**config.mk**
```make
export PLATFORM = sky130hd
export DESIGN_NAME = quake_detector
export DESIGN_NICKNAME = d
export VERILOG_FILES = /design/src/rtl/quake_detector.sv
export SDC_FILE = /design/constraint.sdc
export NUM_CORES = 1
export LEC_CHECK = 0
export ABC_CLOCK_PERIOD_IN_PS = 4300
export CORE_UTILIZATION = 30
export DETAILED_ROUTE_END_ITERATION = 12
export DONT_BUFFER_PORTS = 1
export HOLD_SLACK_MARGIN = 0.03
export REMOVE_ABC_BUFFERS = 1
export SETUP_SLACK_MARGIN = 0.3
export SYNTH_ARGS = -nofsm -noshare
export SYNTH_HDL_FRONTEND = slang
export SYNTH_SLANG_ARGS = --single-unit
```
**constraint.sdc**
```tcl
create_clock -name i_clk -period 4.3 [get_ports i_clk]
set_input_delay 1.29 -clock i_clk [delete_from_list [all_inputs] [get_ports i_clk]]
set_output_delay 1.29 -clock i_clk [all_outputs]
set_load 0.01 [all_outputs]
```
**src/rtl/quake_detector.sv**
```systemverilog
// Seismic event detector: reduces three scaled axes to one magnitude, then runs a
// persistence/hysteresis FSM. Define QUAKE_VECTOR_SUM_EN to use the saturated axis sum.
module quake_detector #(
  parameter logic [23:0] TRIG_THRESH    = 24'h040000,
  parameter logic [23:0] RELEASE_THRESH = 24'h020000,
  parameter int unsigned TRIG_COUNT     = 4,
  parameter int unsigned QUIET_COUNT    = 8,
  parameter int unsigned HOLDOFF_CYCLES = 16
) (
  input  logic        i_clk,
  input  logic        i_rst_n,
  input  logic        i_sample_valid,
  input  logic [23:0] i_xdata_scaled,
  input  logic [23:0] i_ydata_scaled,
  input  logic [23:0] i_zdata_scaled,
  input  logic        i_clear_count,
  output logic        o_alarm,
  output logic        o_event_pulse,
  output logic [23:0] o_peak,
  output logic [1:0]  o_peak_axis,
  output logic [7:0]  o_event_count,
  output logic [1:0]  o_state
);

  typedef enum logic [1:0] {
    StIdle    = 2'd0,
    StPending = 2'd1,
    StAlarm   = 2'd2,
    StHoldoff = 2'd3
  } state_e;

  localparam logic [7:0]  TrigCountL = 8'(TRIG_COUNT);
  localparam logic [7:0]  QuietCountL = 8'(QUIET_COUNT);
  localparam logic [16:0] HoldoffL = 17'(HOLDOFF_CYCLES);

  // Stage 1: axis reduction
  logic [23:0] mag_d, mag_q;
  logic [1:0]  axis_d, axis_q;
  logic        mag_valid_q;

`ifdef QUAKE_VECTOR_SUM_EN
  logic [25:0] sum;
  always_comb begin
    sum    = {2'b00, i_xdata_scaled} + {2'b00, i_ydata_scaled} + {2'b00, i_zdata_scaled};
    mag_d  = (sum > 26'h0FFFFFF) ? 24'hFFFFFF : sum[23:0];
    axis_d = 2'd3;
  end
`else
  always_comb begin
    if (i_xdata_scaled >= i_ydata_scaled && i_xdata_scaled >= i_zdata_scaled) begin
      mag_d  = i_xdata_scaled;
      axis_d = 2'd0;
    end else if (i_ydata_scaled >= i_zdata_scaled) begin
      mag_d  = i_ydata_scaled;
      axis_d = 2'd1;
    end else begin
      mag_d  = i_zdata_scaled;
      axis_d = 2'd2;
    end
  end
`endif

  always_ff @(posedge i_clk or negedge i_rst_n) begin
    if (!i_rst_n) begin
      mag_valid_q <= 1'b0;
      mag_q       <= '0;
      axis_q      <= '0;
    end else begin
      mag_valid_q <= i_sample_valid;
      if (i_sample_valid) begin
        mag_q  <= mag_d;
        axis_q <= axis_d;
      end
    end
  end

  // Stage 2: persistence / hysteresis FSM
  state_e      state_q;
  logic [7:0]  trig_cnt_q, quiet_cnt_q, event_count_q;
  logic [15:0] hold_cnt_q;
  logic [23:0] peak_q;
  logic [1:0]  peak_axis_q;
  logic        alarm_q, pulse_q;

  logic exceed, quiet, event_start, quiet_done, hold_done;

  always_comb begin
    exceed      = mag_q >= TRIG_THRESH;
    quiet       = mag_q < RELEASE_THRESH;
    event_start = mag_valid_q && exceed &&
                  ((state_q == StIdle && TrigCountL == 8'd1) ||
                   (state_q == StPending && (trig_cnt_q + 8'd1) == TrigCountL));
    quiet_done  = (quiet_cnt_q + 8'd1) == QuietCountL;
    // HOLDOFF_CYCLES of zero still spends exactly one clock in HOLDOFF
    hold_done   = ({1'b0, hold_cnt_q} + 17'd1) >= HoldoffL;
  end

  always_ff @(posedge i_clk or negedge i_rst_n) begin
    if (!i_rst_n) begin
      state_q       <= StIdle;
      trig_cnt_q    <= '0;
      quiet_cnt_q   <= '0;
      hold_cnt_q    <= '0;
      peak_q        <= '0;
      peak_axis_q   <= '0;
      event_count_q <= '0;
      alarm_q       <= 1'b0;
      pulse_q       <= 1'b0;
    end else begin
      pulse_q <= event_start;

      // Clear wins first, then a coincident event counts as one
      if (i_clear_count) begin
        event_count_q <= event_start ? 8'd1 : 8'd0;
      end else if (event_start && event_count_q != 8'hFF) begin
        event_count_q <= event_count_q + 8'd1;
      end

      unique case (state_q)
        StIdle: begin
          if (mag_valid_q && exceed) begin
            peak_q      <= mag_q;
            peak_axis_q <= axis_q;
            trig_cnt_q  <= 8'd1;
            if (event_start) begin
              state_q     <= StAlarm;
              alarm_q     <= 1'b1;
              quiet_cnt_q <= '0;
            end else begin
              state_q <= StPending;
            end
          end
        end
        StPending: begin
          if (mag_valid_q) begin
            if (exceed) begin
              trig_cnt_q <= trig_cnt_q + 8'd1;
              if (mag_q > peak_q) begin
                peak_q      <= mag_q;
                peak_axis_q <= axis_q;
              end
              if (event_start) begin
                state_q     <= StAlarm;
                alarm_q     <= 1'b1;
                quiet_cnt_q <= '0;
              end
            end else begin
              state_q    <= StIdle;
              trig_cnt_q <= '0;
            end
          end
        end
        StAlarm: begin
          if (mag_valid_q) begin
            if (mag_q > peak_q) begin
              peak_q      <= mag_q;
              peak_axis_q <= axis_q;
            end
            if (quiet) begin
              if (quiet_done) begin
                state_q     <= StHoldoff;
                alarm_q     <= 1'b0;
                hold_cnt_q  <= '0;
                quiet_cnt_q <= '0;
                trig_cnt_q  <= '0;
              end else begin
                quiet_cnt_q <= quiet_cnt_q + 8'd1;
              end
            end else begin
              quiet_cnt_q <= '0;
            end
          end
        end
        StHoldoff: begin
          if (hold_done) begin
            state_q    <= StIdle;
            hold_cnt_q <= '0;
          end else begin
            hold_cnt_q <= hold_cnt_q + 16'd1;
          end
        end
        default: state_q <= StIdle;
      endcase
    end
  end

  assign o_alarm       = alarm_q;
  assign o_event_pulse = pulse_q;
  assign o_peak        = peak_q;
  assign o_peak_axis   = peak_axis_q;
  assign o_event_count = event_count_q;
  assign o_state       = state_q;

endmodule

```
# ---- Word level (Yosys, flattened, before mapping)
# Cells that the tools add are included.
dict set report word_totals {
  ff_bits 97
  out_inout_bits 38
  wordCells 109
}
dict set report op_classes {
  add_sub_neg 5
  order_cmp 7
  n_eq_ne 14
  mux 57
  n_reduce_logical 14
}
# cell count
set ops {}
lappend ops {{$mux 24} 7}
lappend ops {{$mux 8} 15}
lappend ops {{$ge 24x24->1} 3}
lappend ops {{$pmux 24 s3} 1}
lappend ops {{$mux 16} 4}
lappend ops {{$pmux 8 s3} 2}
lappend ops {{$mux 2} 16}
lappend ops {{$pmux 16 s2} 1}
lappend ops {{$add 8x1->8 const B} 3}
lappend ops {{$ge 24x19->1 const B} 1}
lappend ops {{$gt 24x24->1} 1}
lappend ops {{$lt 24x18->1 const B} 1}
lappend ops {{$add 16x1->17 const B} 1}
lappend ops {{$ge 17x5->1 const B} 1}
lappend ops {{$add 16x1->16 const B} 1}
lappend ops {{$ne 2x2->1 const B} 7}
lappend ops {{$reduce_and 7->1} 2}
lappend ops {{$eq 8x3->1 const B} 1}
lappend ops {{$eq 8x4->1 const B} 1}
lappend ops {{$mux 1} 8}
lappend ops {{$ne 8x8->1 const B} 1}
lappend ops {{$pmux 2 s4} 1}
lappend ops {{$pmux 2 s3} 1}
lappend ops {{$reduce_and 6->1} 1}
lappend ops {{10 further kinds} 16}

# ---- Depth between registers and ports, before layout
dict set report depth {
  word_depth 8
  depth_mapped 12
  depth_no_buf 10
}

# ---- Worst setup path after synthesis
# OpenSTA, ideal clock, no wires.
dict set report synth_path {
  path_type {input -> register}
  startpoint {input port i_zdata_scaled[9]}
  endpoint {register mag_q[1]}
  setup_ns 0.133
  t_arrival_ns 3.440
  required_time_ns 4.167
  setup_slack_ns 0.728
  stages 12
  path_buffers 2
  cell_sequence {inv_1 > ha_1 > a21o_1 > nand3_1 > a211oi_1 > or4b_1 > a211oi_1 > clkbuf_1 > buf_2 > nor2_1 > a211oi_1 > o22ai_1}
}
dict set report synth_via {
  elab_chain_len 3
  word_cells_on_any_way 5
  cone_classes {2 x order compare; 2 x mux; 1 x reduce/logical}
}
# element line
set synth_rtl {}
lappend synth_rtl {{from (decl)} 15} ;# input logic [23:0] i_zdata_scaled,
lappend synth_rtl {{$ge 24x24->1, on equally long branches} {53, 50}}
lappend synth_rtl {{$mux 24 or $logic_and 1x1->1 (tied branches)} {53, 50}}
lappend synth_rtl {{$mux 24 (*)} 50} ;# if (i_xdata_scaled >= i_ydata_scaled && i_xdata_scaled >= i_zdata_scaled) begin
lappend synth_rtl {{to (signal assigned)} 71} ;# mag_q <= mag_d;
lappend synth_rtl {{to (decl)} 37} ;# logic [23:0] mag_d, mag_q;
# Every way passes the cells marked *; elsewhere a longest branch is shown, timed or not.
# A chain may end at the register's enable or synchronous reset.

# ---- Worst setup path in the final report
dict set report layout_path {
  startpoint {input port i_ydata_scaled[17]}
  endpoint {register mag_q[14]}
}
dict set report layout_via {
  elab_chain_len 3
  word_cells_on_any_way 5
  cone_classes {2 x order compare; 2 x mux; 1 x reduce/logical}
}
# element line
set layout_rtl {}
lappend layout_rtl {{from (decl)} 14} ;# input logic [23:0] i_ydata_scaled,
lappend layout_rtl {{$ge 24x24->1, on equally long branches} {53, 50}}
lappend layout_rtl {{$mux 24 or $logic_and 1x1->1 (tied branches)} {53, 50}}
lappend layout_rtl {{$mux 24 (*)} 50}
# Marked as above.

==> metrics.md <==
| Metric | Value |
|---|---|
| Status | `completed` |
| Critical path's largest stage delay | `0.54 ns` |
| Final Hold Vio Count | `0` |
| Initial antenna violation count | `0` |
| Routed wire per std cell | `16.0 um` |
| Worst Setup End Kind | `register` |
| Gate Count Post-Synth | `820` |
| Layout cells sized above 1 | `7.06%` |
| Min Tclk post-route | `3.62 ns` |
| Cell variety after synth | `60` |
| Deepest clock path buffer count | `2` |
| FMAX | `0.276 GHz` |
| First-pass GRT wire length | `30.0 mm` |
| Final WL | `18.3 mm` |
| Final Setup Violations | `0` |
| Finished Layout Cells | `1140` |
| Slew @ Worst Pin | `1.14 ns` |
| GRT Util Overall | `15.3%` |
| Core outline area | `23700 um2` |
| Top cells by area, synth | `dfrtp_1 33%, ha_1 18%, inv_1 4.9%` |
| Relative slew slack | `23.3%` |
| Max-slew violations | `0` |
| Worst hold start | `hold_cnt_q[15]` |
| CTS tree | `built` |
| Worst R2R Start | `o_peak[15]` |
| Most used cell, CP | `buf_4` |
| Drc violations | `0` |
| Final ANT Viol Nets | `0` |
| CP cell instances | `inv_1 -> ha_1 -> a21oi_1 -> o21ai_0 -> a2111oi_0 -> o221ai_1 -> a311oi_2 -> buf_4 -> nor2_2 -> buf_4 -> a211oi_1 -> o22ai_1` |
| GPL Wtd Cong | `0.834` |
| IO buf count | `0` |
| Placed cells | `1125` |
| Post-CTS Setup Inserts | `0` |
| Reg2Reg Capture Point | `o_peak[19]` |
| Worst-Skew Late Latency | `0.35 ns` |
| CP max FO | `12` |
| Number of enable-type register cells in the synthesized netlist | `0` |
| Synth area leader | `dfrtp_1` |
| Yosys top cell area share | `33.2%` |
| Leak | `0.00379 uW` |
| RSZ-0062 raised after global routing | `no` |
| IO Count | `114` |
| Worst-path clk slew | `0.07 ns` |
| Critical path buffers and inverters | `3` |
| NumNets Final | `1000` |
| Ys async rst share | `100%` |
| Max-cap check violation count | `0` |
| Number of synthesized register bits | `97` |
| Avg Cell Area, Syn | `8.92 um2` |
| Post-cts resize count | `0` |
| Synth Flop Type | `dfrtp_1` |
| Routed via count | `5743` |
| Root buf cell | `clkbuf_16` |
| Die W | `158 um` |
| Syn. warnings | `0` |
| Area delta synth->final | `8.87%` |
| Number of global-route vias before repair | `5818` |
| Synth Cell Area | `7320 um2` |
| Required time worst endpoint | `4.52 ns` |
| R2R cell count | `8` |
| Crit path depth | `12` |
| Pwr dens | `436 nW/um2` |
| CTS Sinks | `97` |
| Hold-fix buffers, CTS | `0` |
| Crit-path slowest cell | `a311oi_2` |
| WHS Path Cells | `1` |
| Crit path max-delay family | `compound AO/OA/AOI/OAI gates` |
| Hold Path Class | `reg -> reg` |
| Ant. Diodes | `0` |
| DR iter-0 viols | `318` |
| Die ar. | `25000 um2` |
| Num CTS Buffers | `9` |
| Hold endpoint | `hold_cnt_q[15]` |
| Setup_tns | `0 ns` |
| # rows | `56` |
| Final hold slack | `0.488 ns` |
| WS Path Type | `in -> reg` |
| Worst VDD drop | `0.251 mV` |
| Period utilization | `84.2%` |
| DP HPWL | `14.7 mm` |
| Total grt overflow | `0` |
| Drt via density | `5.04` |
| H-tree depth | `3` |
| Largest net degree at the start of global routing | `98` |
| Sequential share of the synthesized area | `33.2%` |
| Starting density of the core | `30.9%` |
| Startpoint types | `input pin` |
| Flop2flop setup slack | `1.05 ns` |
| DR pass1 iterations | `4` |
| Die Span Y | `158 um` |
| Crit path DAT | `3.84 ns` |
| Clk_skew | `0.00734 ns` |
through the flow:
| stage | power [uW] | area [um2] | utilization, % | worst slack, ns |
|---|---|---|---|---|
| final | 3470 | 7970 | 33.6 | 0.678 |
| after global routing | 3740 | 7970 | 33.6 | 0.438 |
| after CTS | 3530 | 7970 | 33.6 | 0.676 |
| after detailed placement | 2740 | 7690 | 32.5 | 0.290 |
| after global placement | 2710 | 7690 | 32.5 | 0.332 |
| after floorplan | 2330 | 7210 | - | -1.51 |
placed cells by master (no fill, tap or decap), types with 15 or more instances in the layout:
cell     count
a21oi_1     36
dfrtp_1     97
ha_1       107
inv_1       95
mux2_2      17
mux2i_1     28
nand2_1     56
nand4_1     22
nor2_1      70
nor2b_1     15
o21ai_0     70
logic make-up (layout without fill, tap and decap cells):
logic type	count (synthesis)	count (layout)	synth area share (%)
AO/OA/AOI/OAI	214	214	18.9
multiplexers	45	45	6.45
adder cells (fa/ha/maj)	107	107	18.3
buffers and inverters	118	119	6.38
XOR/XNOR	7	7	0.838
flip-flops	97	97	33.2
AND/OR/NAND/NOR	232	232	16.0
worst max-delay path by stage:
stage                      to               start  slack [ns]
finish              mag_q[14]  i_ydata_scaled[17]        0.68
global route        mag_q[10]  i_ydata_scaled[19]        0.44
CTS                 mag_q[23]  i_ydata_scaled[19]        0.68
detailed placement  mag_q[23]  i_ydata_scaled[19]        0.29
global placement    mag_q[23]  i_ydata_scaled[19]        0.33
floorplan            mag_q[0]   i_zdata_scaled[9]       -1.51
power by group:
group	switching (uW)	internal [uW]
clock	349	422
combinational	709	609
sequential	274	1110
total	1330	2140
area by class of cell:
type / instances / area [um2]
multi-input combinational: 605 / 4440
sequential: 97 / 2430
clock buffer: 11 / 253
tap: 319 / 399
inverter: 95 / 357
timing repair buffer: 9 / 67.6
fill: 2501 / 15700
clock inverter: 4 / 27.5
state kept, by name, indices dropped and copies added (netlist names), 8 cells and up:
register       count
mag_q             24
quiet_cnt_q        8
o_peak            24
hold_cnt_q        16
o_event_count      8
trig_cnt_q         8
synth_stat cells (12+ instances only):
cell,number
ha_1,107
dfrtp_1,97
inv_1,95
nor2_1,70
o21ai_0,70
nand2_1,56
a21oi_1,36
mux2i_1,28
nand4_1,22
mux2_2,17
a211oi_1,15
nor2b_1,15
clkbuf_1,14
nand3_1,14
o31ai_1,14
o22ai_1,13
nor3_1,12
o22a_1,12
metal layers:
metal | vias up | track usage [%] | wire length [um] | share of wire (%)
li1 | 2960 | - | - | -
met1 | 2635 | 19.1 | 8280 | 45
met2 | 126 | 25.8 | 8690 | 48
met3 | 22 | 3.64 | 1010 | 5.5
met4 | 0 | 5.08 | 311 | 1.7
met5 | - | 0 | 0 | 0
No activity file was read; power rests on OpenSTA's default activity.
